## src/rtl/tx_pkg.sv

```systemverilog
// Shared definitions for the TX frame scheduler: FSM state encoding and default field width.
// Pure declarations; no logic, no latency, no flow control.
package tx_pkg;

   localparam int unsigned TX_LEN_WIDTH_DEFAULT = 16;

   typedef enum logic [2:0] {
      ST_IDLE = 3'd0,
      ST_LOAD = 3'd1,
      ST_SEND = 3'd2,
      ST_GAP  = 3'd3,
      ST_DONE = 3'd4
   } tx_state_e;

endpackage

```

## src/rtl/tx_len_counter.sv

```systemverilog
// Loadable down-counter with zero flag, used for beat and gap counting.
// Load takes effect on the next edge; decrement holds at zero; load wins over decrement.
module tx_len_counter #(
   parameter int unsigned W = 16
) (
   input  logic         i_clk,
   input  logic         i_rst_n,
   input  logic         i_load,
   input  logic [W-1:0] i_load_val,
   input  logic         i_dec,
   output logic [W-1:0] o_count,
   output logic         o_zero
);

   logic [W-1:0] cnt_q;
   logic [W-1:0] cnt_d;

   always_comb begin
      cnt_d = cnt_q;
      if (i_load) begin
         cnt_d = i_load_val;
      end else if (i_dec && (cnt_q != '0)) begin
         cnt_d = cnt_q - W'(1);
      end
   end

   always_ff @(posedge i_clk or negedge i_rst_n) begin
      if (!i_rst_n) begin
         cnt_q <= '0;
      end else begin
         cnt_q <= cnt_d;
      end
   end

   assign o_count = cnt_q;
   assign o_zero  = (cnt_q == '0);

endmodule

```

## src/rtl/tx_frame_scheduler.sv

```systemverilog
// Emits PRBS-filled AXI-Stream frames of configurable length/gap/count; first tvalid 2 cycles after enable.
// Beats hold while tready=0 (PRBS only advances on handshake); gaps are timed independent of tready.
module tx_frame_scheduler
   import tx_pkg::*;
#(
   parameter int unsigned C_LEN_WIDTH  = TX_LEN_WIDTH_DEFAULT,
   parameter int unsigned C_DATA_WIDTH = 32
) (
   input  logic                    s_axi_aclk,
   input  logic                    s_axi_aresetn,
   input  logic                    i_enable,
   input  logic [C_LEN_WIDTH-1:0]  i_frame_len,
   input  logic [C_LEN_WIDTH-1:0]  i_gap_len,
   input  logic [C_LEN_WIDTH-1:0]  i_num_frames,
   output logic                    o_prbs_load,
   output logic                    o_prbs_advance,
   input  logic [C_DATA_WIDTH-1:0] i_prbs_data,
   output logic                    m_axis_tvalid,
   output logic [C_DATA_WIDTH-1:0] m_axis_tdata,
   output logic                    m_axis_tlast,
   output logic                    m_axis_tuser,
   input  logic                    m_axis_tready,
   output logic                    o_busy,
   output logic                    o_done,
   output logic [C_LEN_WIDTH-1:0]  o_frame_cnt
);

   tx_state_e              state_q, state_d;
   logic [C_LEN_WIDTH-1:0] len_m1_q, len_m1_d;
   logic [C_LEN_WIDTH-1:0] gap_len_q, gap_len_d;
   logic [C_LEN_WIDTH-1:0] num_q, num_d;
   logic [C_LEN_WIDTH-1:0] frame_cnt_q, frame_cnt_d;
   logic [C_LEN_WIDTH-1:0] frame_cnt_inc;

   logic                   beat_load, beat_dec, beat_zero;
   logic [C_LEN_WIDTH-1:0] beat_cnt;
   logic                   gap_load, gap_dec, gap_zero;
   logic [C_LEN_WIDTH-1:0] gap_cnt;
   logic                   hs;

   // Beat counter holds beats remaining after the current one, so zero marks tlast.
   tx_len_counter #(.W(C_LEN_WIDTH)) u_beat_cnt (
      .i_clk      (s_axi_aclk),
      .i_rst_n    (s_axi_aresetn),
      .i_load     (beat_load),
      .i_load_val (len_m1_q),
      .i_dec      (beat_dec),
      .o_count    (beat_cnt),
      .o_zero     (beat_zero)
   );

   tx_len_counter #(.W(C_LEN_WIDTH)) u_gap_cnt (
      .i_clk      (s_axi_aclk),
      .i_rst_n    (s_axi_aresetn),
      .i_load     (gap_load),
      .i_load_val (gap_len_q - C_LEN_WIDTH'(1)),
      .i_dec      (gap_dec),
      .o_count    (gap_cnt),
      .o_zero     (gap_zero)
   );

   assign hs            = (state_q == ST_SEND) && m_axis_tready;
   assign frame_cnt_inc = frame_cnt_q + C_LEN_WIDTH'(1);

   always_comb begin
      state_d     = state_q;
      len_m1_d    = len_m1_q;
      gap_len_d   = gap_len_q;
      num_d       = num_q;
      frame_cnt_d = frame_cnt_q;
      beat_load   = 1'b0;
      beat_dec    = 1'b0;
      gap_load    = 1'b0;
      gap_dec     = 1'b0;
      case (state_q)
         ST_IDLE: begin
            if (i_enable) begin
               len_m1_d  = (i_frame_len == '0) ? '0 : (i_frame_len - C_LEN_WIDTH'(1));
               gap_len_d = i_gap_len;
               num_d     = i_num_frames;
               state_d   = ST_LOAD;
            end
         end
         ST_LOAD: begin
            frame_cnt_d = '0;
            beat_load   = 1'b1;
            state_d     = ST_SEND;
         end
         ST_SEND: begin
            if (hs && beat_zero) begin
               frame_cnt_d = frame_cnt_inc;
               beat_load   = 1'b1;
               if ((num_q != '0) && (frame_cnt_inc == num_q)) begin
                  state_d = ST_DONE;
               end else if (!i_enable) begin
                  state_d = ST_IDLE;
               end else if (gap_len_q == '0) begin
                  state_d = ST_SEND;
               end else begin
                  gap_load = 1'b1;
                  state_d  = ST_GAP;
               end
            end else if (hs) begin
               beat_dec = 1'b1;
            end
         end
         ST_GAP: begin
            if (!i_enable) begin
               state_d = ST_IDLE;
            end else if (gap_zero) begin
               state_d = ST_SEND;
            end else begin
               gap_dec = (gap_cnt != '0);
            end
         end
         ST_DONE: begin
            if (!i_enable) begin
               state_d = ST_IDLE;
            end
         end
         default: state_d = ST_IDLE;
      endcase
   end

   always_ff @(posedge s_axi_aclk or negedge s_axi_aresetn) begin
      if (!s_axi_aresetn) begin
         state_q     <= ST_IDLE;
         len_m1_q    <= '0;
         gap_len_q   <= '0;
         num_q       <= '0;
         frame_cnt_q <= '0;
      end else begin
         state_q     <= state_d;
         len_m1_q    <= len_m1_d;
         gap_len_q   <= gap_len_d;
         num_q       <= num_d;
         frame_cnt_q <= frame_cnt_d;
      end
   end

   assign m_axis_tvalid  = (state_q == ST_SEND);
   assign m_axis_tdata   = m_axis_tvalid ? i_prbs_data : '0;
   assign m_axis_tuser   = m_axis_tvalid && (beat_cnt == len_m1_q);
   assign m_axis_tlast   = m_axis_tvalid && beat_zero;
   assign o_prbs_advance = m_axis_tvalid && m_axis_tready;
   assign o_prbs_load    = (state_q == ST_LOAD);
   assign o_busy         = (state_q == ST_LOAD) || (state_q == ST_SEND) || (state_q == ST_GAP);
   assign o_done         = (state_q == ST_DONE);
   assign o_frame_cnt    = frame_cnt_q;

endmodule
```

## config.mk

```make
export PLATFORM = sky130hd
export DESIGN_NAME = tx_frame_scheduler
export DESIGN_NICKNAME = d
export VERILOG_FILES = /design/src/rtl/tx_pkg.sv /design/src/rtl/tx_len_counter.sv /design/src/rtl/tx_frame_scheduler.sv
export SDC_FILE = /design/constraint.sdc
export NUM_CORES = 1
export LEC_CHECK = 0
export ABC_CLOCK_PERIOD_IN_PS = 7700
export CORE_MARGIN = 5
export CORE_UTILIZATION = 46
export CTS_BUF_LIST = sky130_fd_sc_hd__clkbuf_16
export DETAILED_ROUTE_END_ITERATION = 8
export PLACE_DENSITY_LB_ADDON = 0.2
export SLEW_MARGIN = 10
export SYNTH_ARGS = -nofsm -noshare
export SYNTH_HDL_FRONTEND = slang
export SYNTH_SLANG_ARGS = --single-unit
export TNS_END_PERCENT = 50
```

## constraint.sdc

```tcl
create_clock -name s_axi_aclk -period 7.7 [get_ports s_axi_aclk]
set_input_delay 1.54 -clock s_axi_aclk [delete_from_list [all_inputs] [get_ports s_axi_aclk]]
set_output_delay 1.54 -clock s_axi_aclk [all_outputs]
set_load 0.01 [all_outputs]
```

== Word level (Yosys, flattened, before mapping) ==
Cells that the tools add are included.

* Reductions and logical operators: 23
* Add/sub/neg operators: 5
* Multiplexer cells: 30
* Equality and inequality tests: 10

{| class="wikitable"
|+ Operators with widths
! kind !! count
|-
| two-way mux 16 bit || 6
|-
| zero test 16 bit || 4
|-
| subtractor 16 x 1 -> 16 bit, second input constant || 4
|-
| nonzero test 16 bit || 3
|-
| equality test 16 bit || 2
|-
| two-way mux 32 bit || 1
|-
| case mux 16 bit (2 select lines) || 1
|-
| two-way mux 3 bit || 6
|-
| adder 16 x 1 -> 16 bit, second input constant || 1
|-
| case mux 3 bit (5 select lines) || 1
|-
| two-way mux 1 bit || 13
|-
| logical AND 1 bit || 7
|-
| equality test 3 x 2 -> 1 bit, second input constant || 2
|-
| nonzero test 2 bit || 3
|-
| inequality test 2 bit, second input constant || 2
|-
| AND reduction 2 bit || 2
|-
| AND reduction 4 bit || 1
|-
| equality test 3 x 1 -> 1 bit, second input constant || 1
|-
| equality test 3 bit, second input constant || 1
|-
| zero test 3 bit || 1
|-
| inequality test 3 bit, second input constant || 1
|-
| logical OR 1 bit || 2
|-
| two-way mux 2 bit || 1
|-
| inequality test 2 x 1 -> 1 bit, second input constant || 1
|-
| case mux 1 bit (2 select lines) || 1
|}

* Output and inout port bits: 55
* Input port bits: 84
* Register bits after elaboration: 99
* Word-level logic and storage cells: 75

== Longest topological paths before layout ==
Gate-level depths: netlist of the first run.

* Depth after elaboration: 8
* Gate-level depth with buffers: 17
* Gate-level depth less buffers: 16

== Cells and area by module ==
Synthesis of the first run repeated with hierarchy kept, for this count alone.

* Cells, all modules: 773
* Area, all modules: 6362.4 µm²

{| class="wikitable"
|+ By module, submodules not included
! module !! instances !! area an instance (µm²) !! seq. area each (µm²) !! cells each
|-
| tx_frame_scheduler || 1 || 4252.8 || 1676.6 || 525
|-
| tx_len_counter || 2 || 1054.8 || 400.4 || 124
|}

== Worst setup path before layout of the first run ==
OpenSTA, ideal clock, no wires.

* Path type: register to register
* Start point: register frame_cnt_q[0], in the netlist o_frame_cnt[0]
* End point: register u_gap_cnt.cnt_q[12], in the netlist u_gap_cnt.o_count[12]
* Setup slack: 3.487 ns
* Library setup time: 0.079 ns
* Data arrival time: 4.133 ns
* Cell stages (with the launch flop): 17
* Required time: 7.621 ns
* Period minus slack after synthesis: 4.213 ns
* Buffers on the path: 1
* Cell sequence: dfrtp_1 -> ha_1 -> nand3_2 -> or4_1 -> xnor2_1 -> a2111o_1 -> nor4_4 -> or3_4 -> buf_8 -> mux2i_1 -> ha_1 -> nand2b_1 -> nor3b_1 -> nand2_1 -> a211oi_1 -> a21oi_1 -> mux2i_1

* Cells in the longest elaborated chain, start to end: 7
* Elaborated cells between the ends (all ways): 8
* Classes of those cells: add/sub (1); eq/ne (1); mux (4); reduce/logical (2)

{| class="wikitable"
|+ RTL lines
! item !! line !! RTL
|-
| start, declared || tx_frame_scheduler.sv:32 || <nowiki>logic [C_LEN_WIDTH-1:0] frame_cnt_q, frame_cnt_d;</nowiki>
|-
| start signal, assigned || tx_frame_scheduler.sv:137 || <nowiki>frame_cnt_q <= frame_cnt_d;</nowiki>
|-
| adder 16 x 1 -> 16 bit * || tx_frame_scheduler.sv:63 || <nowiki>assign frame_cnt_inc = frame_cnt_q + C_LEN_WIDTH'(1);</nowiki>
|-
| equality test 16 bit * || tx_frame_scheduler.sv:93 || <nowiki>if ((num_q != '0) && (frame_cnt_inc == num_q)) begin</nowiki>
|-
| logical AND 1 bit * || tx_frame_scheduler.sv:93 ||
|-
| two-way mux 1 bit * || tx_frame_scheduler.sv:93 ||
|-
| two-way mux 1 bit * || tx_frame_scheduler.sv:90 || <nowiki>if (hs && beat_zero) begin</nowiki>
|-
| two-way mux 1 bit * || tx_frame_scheduler.sv:75 || <nowiki>case (state_q)</nowiki>
|-
| two-way mux 16 bit or nonzero test 2 bit (tied branches) || n/a ||
|-
| end signal, assigned || tx_len_counter.sv:31 || <nowiki>cnt_q <= cnt_d;</nowiki>
|-
| end, declared || tx_len_counter.sv:15 || <nowiki>logic [W-1:0] cnt_q;</nowiki>
|}

Every way passes the cells marked *; elsewhere a longest branch is shown, timed or not.
A chain may end at the register's enable or synchronous reset.

== Worst setup path after layout of the first run ==
* Start point: register state_q[1]
* End point: register u_gap_cnt.cnt_q[12], in the netlist u_gap_cnt.o_count[12]

* Cells in the longest elaborated chain, start to end: 6
* Elaborated cells between the ends (all ways): 10
* Classes of those cells: eq/ne (2); mux (4); reduce/logical (4)

{| class="wikitable"
|+ RTL lines
! item !! line !! RTL
|-
| start, declared || tx_frame_scheduler.sv:28 || <nowiki>tx_state_e state_q, state_d;</nowiki>
|-
| start signal, assigned || tx_frame_scheduler.sv:133 || <nowiki>state_q <= state_d;</nowiki>
|-
| equality test 3 x 2 -> 1 bit || tx_frame_scheduler.sv:62, tx_frame_scheduler.sv:75 ||
|-
| logical AND 1 bit || tx_frame_scheduler.sv:62 || <nowiki>assign hs = (state_q == ST_SEND) && m_axis_tready;</nowiki>
|-
| logical AND 1 bit || tx_frame_scheduler.sv:90 ||
|-
| two-way mux 1 bit || tx_frame_scheduler.sv:90 ||
|-
| two-way mux 1 bit || tx_frame_scheduler.sv:75 ||
|-
| two-way mux 16 bit or nonzero test 2 bit (tied branches) || n/a ||
|}

Several ways; a longest one is shown, not always the timed one.

==> results of run 1 <==
-- metrics by stage --
step / hold slack (ns) / instances / util
2_1_floorplan: 0.458 / 752 / -
3_3_place_gp: 0.493 / 1030 / 0.578
3_5_place_dp: 0.492 / 1030 / 0.578
4_1_cts: 0.508 / 1044 / 0.598
5_1_grt: 0.550 / 1044 / 0.599
6_report: 0.503 / 1044 / 0.599
-- flip-flops by register name (all words and copies together) (netlist names) --
name                flops
num_q                  16
u_beat_cnt.o_count     16
o_frame_cnt            16
u_gap_cnt.o_count      16
state_q                 3
gap_len_q              16
len_m1_q               16
-- Yosys cell counts (2+ instances only) --
master | n | area share
or3_1 | 10 | 0.010
nand3b_1 | 3 | 0.0037
and3_1 | 35 | 0.036
nand4b_1 | 3 | 0.0043
nor2_1 | 63 | 0.039
dfrtp_1 | 99 | 0.40
ha_1 | 4 | 0.0082
nand3_1 | 16 | 0.013
mux2i_1 | 6 | 0.0098
or4_1 | 3 | 0.0037
nand2b_1 | 7 | 0.0071
nor2b_1 | 3 | 0.0031
o211ai_1 | 3 | 0.0037
nor3_1 | 24 | 0.020
nor3b_1 | 2 | 0.0024
nand4_1 | 4 | 0.0041
or2_2 | 3 | 0.0031
a41oi_1 | 2 | 0.0029
o22ai_1 | 2 | 0.0020
o31ai_1 | 7 | 0.0086
nand2_1 | 158 | 0.097
and2_1 | 4 | 0.0041
a22oi_1 | 2 | 0.0024
xor2_1 | 37 | 0.053
nor4_1 | 24 | 0.024
buf_2 | 5 | 0.0041
inv_1 | 13 | 0.0080
o41ai_1 | 5 | 0.0071
a21o_1 | 3 | 0.0037
buf_4 | 3 | 0.0037
o21ai_0 | 57 | 0.047
nor4_4 | 2 | 0.0069
a21oi_1 | 41 | 0.033
clkbuf_1 | 32 | 0.020
xnor2_1 | 31 | 0.044
a211o_1 | 2 | 0.0029
a31oi_1 | 3 | 0.0031
and2b_1 | 2 | 0.0024
a211oi_1 | 4 | 0.0049
-- final cells by class --
type,instances,area [sq um],area share
flip-flops and latches,99,2480,0.315
repair buffers,144,1420,0.181
clock buffers,9,225,0.0286
inverters,13,48.8,0.00620
well taps,176,220,0.0280
clock inverters,5,46.3,0.00589
multi-input cells,598,3420,0.435
-- metal layers --
layer  vias up  GRT usage  part of all wire
li1       2846          -                 -
met1      2760      0.291              0.45
met2       226      0.351              0.46
met3        35     0.0333             0.054
met4         0     0.0963             0.037
met5         -          0                 0
-- logic make-up after synthesis --
group | after synthesis | synth area share
flip-flops | 99 | 0.404
buffers and inverters | 55 | 0.0386
adder cells (fa/ha/maj) | 4 | 0.00816
multiplexers | 6 | 0.00979
XOR/XNOR | 68 | 0.0971
AO/OA/AOI/OAI | 142 | 0.137
AND/OR/NAND/NOR | 378 | 0.305
-- worst max-delay path by stage --
stage                                           from                                end
after CTS                     state_q[1]$_DFFE_PN0P_  u_gap_cnt.o_count[12]$_DFFE_PN0P_
after global placement                 m_axis_tready  u_gap_cnt.o_count[12]$_DFFE_PN0P_
final                         state_q[1]$_DFFE_PN0P_  u_gap_cnt.o_count[12]$_DFFE_PN0P_
after floorplan           o_frame_cnt[0]$_DFFE_PN0P_  u_gap_cnt.o_count[12]$_DFFE_PN0P_
after global routing          state_q[1]$_DFFE_PN0P_  u_gap_cnt.o_count[12]$_DFFE_PN0P_
after detailed placement               m_axis_tready  u_gap_cnt.o_count[12]$_DFFE_PN0P_
-- power groups by stage --
stage,clock network (uW),registers [uW],logic [uW]
global placement,0,930,1120
detailed placement,0,938,1150
floorplan,0,852,780
finish,432,936,1150
CTS,440,932,1150
global route,463,966,1290
-- worst reg2reg max path: stages, from the launching register on --
cell and delay (ns):
dfrtp_1 0.93, nand2_1 0.62, inv_1 0.41, nand3_1 0.15, nor2_1 0.61, nand2_1 0.11
or3_4 0.52, mux2i_1 0.24, ha_1 0.26, nand2b_1 0.13, nor3b_1 0.50, nand2_1 0.14
a211oi_1 0.22, a21oi_1 0.06, mux2i_1 0.12
==> impl_metrics.ini, run 1 <==
[finish]
layout.cells.most_common = nand2_1
area_growth_pct = 28.3
final_layout_size_suffix_gt1_frac = 0.0392
n_antenna_cell = 0
fin_nets = 953
post-route-cell-area_sq_um = 7870
most-common-layout-cells = nand2_1 (158), clkdlybuf4s50_1 (137), dfrtp_1 (99)
nFillCells = 1188

[placement]
place_ws_ns = 2.65
port_buffers = 138
gp_congestion = 1.06
placed_area_sq_um = 7590
dpl.hpwl_microns = 12900

[timing]
finClkSkew_ns = 0.00818
setup_viol = 0
rsz0062_at_grt = false
clock.fmax_mhz = 197
post-route-min-period_ns = 5.08
tns_ns = 0
worst_slew_pin_slew_ns = 0.901
slew_headroom = 0.400
finalHoldViolations = 0
slew_viol_final = 0
period_share = 0.660
fin_ws_ns = 2.62

[power_and_ir_drop]
p_leak_uw = 0.00351
switching_share = 0.407
ir_drop_mv = 0.175
combPwrFrac = 0.456
p_total_uw = 2520
power_switching_uw = 1020
pwr-share-seq = 0.372
clkPwrFrac = 0.172
power_density_nw_per_um2 = 320
p_int_uw = 1490

[routing]
ant_nets = 0
drc = 0
dr_total_vias = 5867
initialDrtViolationCount = 503
drt_wl_total_microns = 17100
wire_per_inst_microns = 16.4
avgViaCountPerCell = 5.62
first_pass_iters = 5

[critical_path]
worstPathArrival_ns = 5.36
cp_max_fo = 40
r2r-start = state_q[1]$_DFFE_PN0P_
crit_chain = nand2_1 -> inv_1 -> nand3_1 -> nor2_1 -> nand2_1 -> or3_4 -> mux2i_1 -> ha_1 -> nand2b_1 -> nor3b_1 -> nand2_1 -> a211oi_1 -> a21oi_1 -> mux2i_1
rrSetupSlack_ns = 2.62
path_depth = 14
worstSetupStartpointType = register
crit_family = simple AND/OR/NAND/NOR gates
cp_slowest_stage_delay_ns = 0.93
worstRegToRegCells = 14
worstSetupEndpointType = register
cp_num_buf_inv = 1
critPathSlowestCell = dfrtp_1
path_class = reg2reg
crit_top_cell = nand2_1
crit_required_ns = 7.97
r2r_end = u_gap_cnt.o_count[12]$_DFFE_PN0P_

[clock_tree]
clock_sinks = 99
htreeDepth = 3
cts_tree = done
root_buffer = clkbuf_16
post-cts-setup-buffers = 0
max-clock-path-buffers = 2
cts-hold-fix-buffers = 0
cts_made_buffers = 9
ctsResizeCount = 0
clk_pin_slew_ns = 0.06
clock_latency_ns = 0.35

[grt]
grt_pass1_vias = 5643
grt_max_degree = 63
grt.total_usage = 0.218
grt.overflow.total = 0
grt_pass1_wl_microns = 28400
antenna_found_initial = 0

[floorplan]
die_w_microns = 125
initial_utilization = 0.467
row_count = 42
io_pins = 139
die_y_microns = 125
die_area_sq_um = 15700
coreArea_sq_um = 13100

[min_path]
hp-start = state_q[0]$_DFFE_PN0P_
hold_depth = 1
hp-class = reg2reg
holdPathEnd = state_q[2]$_DFFE_PN0P_

[yosys]
syn-num-nets = 840
async_reset_ff_frac = 1.00
yosys_register_bits = 99
yosysWarnings = 0
netlist_instances = 752
ys.flop_type = dfrtp_1
avgSynthCellArea_sq_um = 8.15
yosysUniqueCellTypes = 64
ys_seq_area_frac = 0.404
synth_area_sq_um = 6130
synth_edf_count = 0

[outcome]
outcome = finished clean

[flow_run]
max_cap_viol_count = 0
Note: power is estimated with default switching activity, not from simulation.
==> run 2: changes to the inputs <==
--- a/config.mk
+++ b/config.mk
@@ -5,7 +5,7 @@
 export SDC_FILE = /design/constraint.sdc
 export NUM_CORES = 1
 export LEC_CHECK = 0
-export ABC_CLOCK_PERIOD_IN_PS = 7700
+export ABC_CLOCK_PERIOD_IN_PS = 5220
 export CORE_MARGIN = 5
 export CORE_UTILIZATION = 46
 export CTS_BUF_LIST = sky130_fd_sc_hd__clkbuf_16
==> constraint.sdc (replaced) <==
create_clock -name s_axi_aclk -period 5.22 [get_ports s_axi_aclk]
set_input_delay 1.044 -clock s_axi_aclk [delete_from_list [all_inputs] [get_ports s_axi_aclk]]
set_output_delay 1.044 -clock s_axi_aclk [all_outputs]
set_load 0.01 [all_outputs]
==> impl_metrics.ini, run 2 (synthesis gave the netlist of run 1 again) <==
[timing]
period_share = 0.940
rsz0062_at_grt = false
slew_headroom = 0.357
finalHoldViolations = 0
clock.fmax_mhz = 204
worst_slew_pin_slew_ns = 0.964
setup_viol = 0
finClkSkew_ns = 0.00559
post-route-min-period_ns = 4.91
tns_ns = 0
slew_viol_final = 0

[power_and_ir_drop]
ir_drop_mv = 0.185
p_leak_uw = 0.00354
p_total_uw = 3800
power_density_nw_per_um2 = 480

[floorplan]
die_area_sq_um = 15700
die_w_microns = 125
coreArea_sq_um = 13100
initial_utilization = 0.467
die_y_microns = 125
row_count = 42
io_pins = 139

[finish]
post-route-cell-area_sq_um = 7930
final_layout_size_suffix_gt1_frac = 0.0482
most-common-layout-cells = nand2_1 (157), clkdlybuf4s50_1 (137), dfrtp_1 (99)
area_growth_pct = 29.3
layout.cells.most_common = nand2_1
n_antenna_cell = 0
fin_nets = 955

[clock_tree]
clock_sinks = 99
cts_made_buffers = 9
root_buffer = clkbuf_16
clk_pin_slew_ns = 0.07
max-clock-path-buffers = 2
htreeDepth = 3
cts_tree = done
clock_latency_ns = 0.35
cts-hold-fix-buffers = 0

[critical_path]
r2r-start = o_frame_cnt[0]$_DFFE_PN0P_
critPathSlowestCell = or4_1
crit_family = simple AND/OR/NAND/NOR gates
crit_required_ns = 5.44
crit_path_start = o_frame_cnt[0]$_DFFE_PN0P_
cp_max_fo = 30
cp_num_buf_inv = 0
worstSetupEndpointType = register
crit_chain = ha_1 -> nand3_2 -> or4_1 -> xnor2_1 -> a2111o_1 -> nor4_4 -> or3_4 -> mux2i_1 -> ha_1 -> nand2b_1 -> o41ai_1 -> nand4b_1 -> o21ba_2 -> a311oi_1 -> a21oi_1
cp_slowest_stage_delay_ns = 0.61
path_class = reg2reg
crit_top_cell = ha_1
worstPathArrival_ns = 5.13
worstSetupStartpointType = register

[grt]
antenna_found_initial = 0
grt.total_usage = 0.224
grt_pass1_wl_microns = 28900
grt_max_degree = 64
grt_pass1_vias = 5656
grt.overflow.total = 0

[min_path]
hp-start = state_q[0]$_DFFE_PN0P_
hp-class = reg2reg

[placement]
placed_area_sq_um = 7600
dpl.hpwl_microns = 13100
port_buffers = 138
gp_congestion = 1.01

[routing]
ant_nets = 0
drc = 0
avgViaCountPerCell = 5.52
dr_total_vias = 5782
wire_per_inst_microns = 16.8
drt_wl_total_microns = 17600
initialDrtViolationCount = 396
first_pass_iters = 5

[outcome]
outcome = finished clean

[flow_run]
max_cap_viol_count = 0
## run 2: layout make-up
class	instances	area [sq um]
Inverter	13	48.8
Multi-Input combinational cell	598	3430
Fill cell	1158	5210
Clock buffer	9	225
Tap cell	176	220
Clock inverter	7	91.3
Timing Repair Buffer	146	1440
Sequential cell	99	2480
## run 2: per-layer routing
metal	vias up	GRT usage	wire, microns
li1	2838	-	-
met2	207	0.375	8390
met4	0	0.0816	438
met1	2713	0.285	7760
met3	24	0.0478	1010
met5	-	0	0
## run 2: worst paths after layout
path | endpoint | slack, ns | depth (start not counted)
worst max-delay path | u_gap_cnt.o_count[6]$_DFFE_PN0P_ | 0.31 | 15
worst min-delay path | state_q[2]$_DFFE_PN0P_ | 0.51 | 1
worst max register to register | u_gap_cnt.o_count[6]$_DFFE_PN0P_ | 0.31 | 15
worst min register to register | state_q[2]$_DFFE_PN0P_ | 0.51 | 1
max in group asynchronous | u_beat_cnt.o_count[10]$_DFFE_PN0P_ | 3.48 | 2
min in group asynchronous | o_frame_cnt[3]$_DFFE_PN0P_ | 0.77 | 1
## run 2: where the power goes
part,leakage [uW],internal (uW),switching [uW]
clock network,0.000156,419,300
registers,0.00131,1040,353
logic,0.00207,814,883
## run 2: per-stage QoR
step                std cells  setup WS, ns  hold slack (ns)   util
CTS                      1048         0.252            0.508  0.603
finish                   1048         0.311            0.511  0.604
detailed placement       1032         0.304            0.488  0.579
global placement         1032         0.484            0.487  0.579
global route             1048         0.114            0.529  0.604
floorplan                 752          1.01            0.458      -
## run 2: repair_timing
item | in CTS | in global routing
endpoints found under the setup margin | 0 | 3
setup buffers | 0 | 0
resized for setup | 0 | 1
